File: config.mk
export PLATFORM = sky130hd
export DESIGN_NAME = if_fetch_stage
export DESIGN_NICKNAME = d
export VERILOG_FILES = /design/src/rtl/if_fetch_stage.sv
export SDC_FILE = /design/constraint.sdc
export NUM_CORES = 1
export LEC_CHECK = 0
export BUFFER_PORTS_ARGS = -buffer_cell sky130_fd_sc_hd__buf_2
export CORE_ASPECT_RATIO = 0.7
export CORE_MARGIN = 2
export CORE_UTILIZATION = 51
export CTS_BUF_LIST = sky130_fd_sc_hd__clkbuf_8
export DETAILED_ROUTE_END_ITERATION = 10
export PLACE_DENSITY = 0.86
export SYNTH_ARGS = -nofsm -noshare
export SYNTH_HDL_FRONTEND = slang
export SYNTH_SLANG_ARGS = --single-unit
File: constraint.sdc
create_clock -name clk -period 9.15 [get_ports clk]
set_clock_uncertainty 0.15 [all_clocks]
set_input_delay 0.915 -clock clk [delete_from_list [all_inputs] [get_ports clk]]
set_output_delay 0.915 -clock clk [all_outputs]
set_load 0.1 [all_outputs]
File: src/rtl/if_fetch_stage.sv
// RV32I instruction fetch stage: owns the PC, requests from instruction memory,
// parks one response in a hold buffer under decode back-pressure, and honours
// execute redirects. Define IF_PERF_COUNTERS_EN to add stall/flush counters.
module if_fetch_stage #(
   parameter logic [31:0] RESET_PC  = 32'h0000_0060,
   parameter logic [31:0] NOP_INSTR = 32'h0000_0013
) (
   input  logic        clk,
   input  logic        rst,
   output logic        imem_read,
   output logic [31:0] imem_address,
   input  logic [31:0] imem_rdata,
   input  logic        imem_resp,
   input  logic        redirect_valid,
   input  logic [31:0] redirect_target,
   input  logic        id_ready,
   output logic        if_valid,
   output logic [31:0] if_pc,
   output logic [31:0] if_instruction
`ifdef IF_PERF_COUNTERS_EN
   ,
   output logic [31:0] stall_count,
   output logic [31:0] flush_count
`endif
);

   typedef enum logic [1:0] {
      S_REQ   = 2'd0,
      S_FULL  = 2'd1,
      S_DRAIN = 2'd2
   } state_e;

   state_e      state_q, state_d;
   logic [31:0] pc_q, pc_d;
   logic [31:0] req_addr_q, req_addr_d;
   logic        out_valid_q, out_valid_d;
   logic [31:0] out_pc_q, out_pc_d;
   logic [31:0] out_instr_q, out_instr_d;
   logic [31:0] buf_pc_q, buf_pc_d;
   logic [31:0] buf_instr_q, buf_instr_d;

   logic [31:0] target_aligned;
   logic [31:0] req_addr_inc;
   logic        out_free;
   logic        unused_target_lsbs;

   assign target_aligned     = {redirect_target[31:2], 2'b00};
   assign unused_target_lsbs = ^redirect_target[1:0];
   assign req_addr_inc       = req_addr_q + 32'd4;
   assign out_free           = !out_valid_q || id_ready;

   // A request is pending in every state except FULL; reset masks it at once.
   assign imem_read      = !rst && (state_q != S_FULL);
   assign imem_address   = req_addr_q;
   assign if_valid       = out_valid_q;
   assign if_pc          = out_pc_q;
   assign if_instruction = out_instr_q;

   always_comb begin
      // NOTE: every next-state signal gets a default first so no path through
      // this block leaves one unassigned and infers a latch.
      state_d     = state_q;
      pc_d        = pc_q;
      req_addr_d  = req_addr_q;
      out_valid_d = out_valid_q;
      out_pc_d    = out_pc_q;
      out_instr_d = out_instr_q;
      buf_pc_d    = buf_pc_q;
      buf_instr_d = buf_instr_q;

      if (out_valid_q && id_ready) begin
         out_valid_d = 1'b0;
         out_pc_d    = 32'd0;
         out_instr_d = NOP_INSTR;
      end

      if (redirect_valid) begin
         pc_d        = target_aligned;
         out_valid_d = 1'b0;
         out_pc_d    = 32'd0;
         out_instr_d = NOP_INSTR;
         case (state_q)
            S_REQ: begin
               if (imem_resp) req_addr_d = target_aligned;
               else           state_d    = S_DRAIN;
            end
            S_FULL: begin
               req_addr_d = target_aligned;
               state_d    = S_REQ;
            end
            S_DRAIN: begin
               if (imem_resp) begin
                  req_addr_d = target_aligned;
                  state_d    = S_REQ;
               end
            end
            default: state_d = S_REQ;
         endcase
      end else begin
         case (state_q)
            S_REQ: begin
               if (imem_resp) begin
                  pc_d = req_addr_inc;
                  if (out_free) begin
                     out_valid_d = 1'b1;
                     out_pc_d    = req_addr_q;
                     out_instr_d = imem_rdata;
                     req_addr_d  = req_addr_inc;
                  end else begin
                     buf_pc_d    = req_addr_q;
                     buf_instr_d = imem_rdata;
                     state_d     = S_FULL;
                  end
               end
            end
            S_FULL: begin
               if (id_ready) begin
                  out_valid_d = 1'b1;
                  out_pc_d    = buf_pc_q;
                  out_instr_d = buf_instr_q;
                  req_addr_d  = pc_q;
                  state_d     = S_REQ;
               end
            end
            S_DRAIN: begin
               // The abandoned response is swallowed here; fetch resumes at pc.
               if (imem_resp) begin
                  req_addr_d = pc_q;
                  state_d    = S_REQ;
               end
            end
            default: state_d = S_REQ;
         endcase
      end
   end

`ifdef IF_PERF_COUNTERS_EN
   logic stall_inc;
   logic flush_inc;
   assign stall_inc = out_valid_q && !id_ready;
   // In REQ the read is always in flight, so a redirect there discards it.
   assign flush_inc = redirect_valid &&
                      (out_valid_q || state_q == S_FULL || state_q == S_REQ);
`endif

   always_ff @(posedge clk) begin
      // NOTE: sequential state uses non-blocking assignments so every register
      // samples pre-edge values regardless of statement order.
      if (rst) begin
         state_q     <= S_REQ;
         pc_q        <= RESET_PC;
         req_addr_q  <= RESET_PC;
         out_valid_q <= 1'b0;
         out_pc_q    <= 32'd0;
         out_instr_q <= NOP_INSTR;
`ifdef IF_PERF_COUNTERS_EN
         stall_count <= 32'd0;
         flush_count <= 32'd0;
`endif
      end else begin
         state_q     <= state_d;
         pc_q        <= pc_d;
         req_addr_q  <= req_addr_d;
         out_valid_q <= out_valid_d;
         out_pc_q    <= out_pc_d;
         out_instr_q <= out_instr_d;
`ifdef IF_PERF_COUNTERS_EN
         if (stall_inc) stall_count <= stall_count + 32'd1;
         if (flush_inc) flush_count <= flush_count + 32'd1;
`endif
      end
   end

   // NOTE: the hold buffer is pure datapath and is left unreset; it is only
   // read in FULL, which is entered solely by writing it.
   always_ff @(posedge clk) begin
      buf_pc_q    <= buf_pc_d;
      buf_instr_q <= buf_instr_d;
   end

endmodule

==> results.ini <==
[outcome]
outcome=complete, no violations

[power_and_ir_drop]
peakVddDrop_uv=97.3
p_per_area_mw_per_mm2=189
power_leakage_nw=3.66
p_total_mw=1.84

[timing]
drv_slew=0
rsz0062_at_grt=no
layout_min_cycle_time_ps=3590
worst_slack_ps=5560
worstMarginPinSlew_ps=1280
hold_violations=0
finalSetupViolCount=0
slew_headroom_pct=14.5
fmax_mhz=278
finalSetupTns_ps=0
period_share_pct=39.2

[clocking]
clk_pin_slew_worst_paths_ps=110
cts-buffers-inserted=17
htreeDepth=4
clock_path_buffers=2
cts_sinks=195
cts_tree=done
cts_setup_buffers=0
postCtsHoldBufs=0
cts_root_buf=clkbuf_8
cts_resized=0
clkLatencyLatePin_ps=480

[layout]
drive_gt1_share_pct=22.6
instances_no_fill=1218
syn2layout_area_growth_pct=14.0
n_fill_cell=1353
n_antenna_cell=0
finish.instance_area_sq_mm=0.00975
final_nets=1053

[critical_path]
reg2regPathDepth=7
worstReg2RegStart=state_q[1]$_SDFFE_PP0P_
critPathRequiredTime_ps=9400
crit_arrival_ps=3840
critPathCaptureType=register
r2r_slack_ps=5860
r2r-end=buf_pc_q[27]$_DFFE_PP_
start_kind=primary input
cp_max_fo=61
worstSetupPathType=primary input to register

[floorplan]
start_util_pct=52.3
die_h_um=112
coreArea_sq_mm=0.0163
rows=39
die_x_um=159
dieArea_sq_mm=0.0178
io_pins=167

[synthesis]
syn-cell-area_sq_mm=0.00855
synth_cell_types=70
synth_compound_area_share_pct=22.8
synth_top_family_by_area=compound AO/OA/AOI/OAI gates
synthMuxAreaShare_pct=0.702
synth_largest_area_cell=dfxtp_1
synth_xor_area_share_pct=1.43
async_reset_ff_share_pct=0
ys_ff_latch=195
synthCells=872
yosys_warnings=0
synthTopCellsByArea=dfxtp_1 31%, edfxtp_1 22%, a222oi_1 7.8%
synth_edf_count=64
synth_simple_gate_area_share_pct=16.3
synth_top_cell_area_share_pct=30.7
synthesis.area_per_instance_sq_um=9.81
synth_ff_type=dfxtp_1
yosys.area_share.adder_pct=0.585
ys_seq_area_share_pct=53.1
syn_nets=945

[grt]
grt_pass1_wl_mm=38.3
grt_pass1_vias=7071
antenna_found_initial=0
grt_remaining_overflow=0
grt_use_total_pct=26.9
grt_start_max_net_pins=69

[placed_design]
dpl-instance-area_sq_mm=0.00938
gp_congestion=0.910
port_buffers=164
place_hpwl_mm=15.5
dp_cells=1186
pre_cts_ws_ps=5140

[drt]
vias_per_cell=6.42
ant_nets=0
dr.pass1.iters=7
drt_wl_total_mm=24.2
wl_per_cell_um=19.9
routed-via-count=7823
drtIter0Drc=1244
drc_errors=0

[min_path]
holdPathStages=2
min_to=pc_q[1]$_SDFFE_PP0P_
hp-start=pc_q[1]$_SDFFE_PP0P_
hp-class=register to register

[run]
drv_cap=0

Yosys cell counts (all sizes together), types with 14 or more instances:
library cell  count
o21ai            44
a222oi           67
nand3            16
nand4            18
dfxtp           131
nor2            129
nor4             16
edfxtp           64
clkbuf           56
buf              28
a31oi            14
nor3             14
a21oi            53
nand2            54
cell families (layout without fill, tap and decap cells):
family	after synthesis	in the layout
and+or+nand+nor	292	292
AOI/OAI and AO/OA	262	262
DFF	195	195
buffers and inverters	99	220
xor gates and xnor gates	14	14
muxes	6	6
adders and majority gates	4	4
where the power goes:
group / leakage, nW / internal (mW) / switching, mW / total, mW
sequential: 1.66 / 0.923 / 0.0411 / 0.964
clock: 0.190 / 0.202 / 0.338 / 0.540
combinational: 1.81 / 0.0805 / 0.259 / 0.340
worst max path at each step:
stage | startpoint | end | slack (ps)
floorplan | imem_resp | buf_instr_q[0]$_DFFE_PP_ | 4400
global placement | redirect_valid | imem_address[21]$_SDFFE_PP0P_ | 5180
detailed placement | redirect_valid | imem_address[21]$_SDFFE_PP0P_ | 5140
CTS | redirect_valid | imem_address[21]$_SDFFE_PP0P_ | 5650
global route | redirect_valid | imem_address[21]$_SDFFE_PP0P_ | 5370
finish | redirect_valid | imem_address[21]$_SDFFE_PP0P_ | 5560
stage by stage:
| step | hold slack [ps] | util (%) |
|---|---|---|
| 2_1_floorplan | 287 | - |
| 6_report | 319 | 59.7 |
| 4_1_cts | 320 | 59.7 |
| 5_1_grt | 329 | 59.7 |
| 3_5_place_dp | 305 | 57.4 |
| 3_3_place_gp | 294 | 57.4 |
registers in the layout (all words and copies together), names as in the netlist:
| signal | flops |
|---|---|
| buf_instr_q | 32 |
| buf_pc_q | 32 |
| if_instruction | 32 |
| if_pc | 32 |
| imem_address | 32 |
| pc_q | 32 |
| state_q | 2 |
| if_valid | 1 |
layout make-up:
type | count | area (sq um) | share of cell area [%]
multi-input cells | 578 | 3600 | 36.9
inverters | 14 | 52.6 | 0.539
flip-flops and latches | 195 | 4540 | 46.6
well taps | 225 | 282 | 2.89
clock buffers | 17 | 234 | 2.40
repair buffers | 174 | 896 | 9.19
clock inverters | 15 | 141 | 1.45
placed cells by master (no fill, tap or decap), drive strengths merged, types with 6 or more instances in the layout:
cell type	n
mux2i	6
a21oi	53
a222oi	67
nor4	16
inv	24
nand2	54
nand3	16
xnor2	9
a22oi	13
o31a	6
dfxtp	131
nand4	18
buf	174
nor2	129
a31oi	14
clkbuf	17
edfxtp	64
o21ai	44
and2	7
o32ai	8
nor3	14
worst max-delay path, cell delays in order:
cell      delay (ps)
buf_2             70
buf_4            520
clkinv_1         670
a31oi_1          370
and2_1           760
o21ai_0          240
o32ai_2          250
per-layer routing:
layer,vias up,wire [um],global-route usage (%)
met3,51,2520,6.91
met2,463,10300,39.0
met4,0,500,9.30
met5,-,0,0
li1,3569,-,-
met1,3740,10900,39.0
No activity file was read; power rests on OpenSTA's default activity.
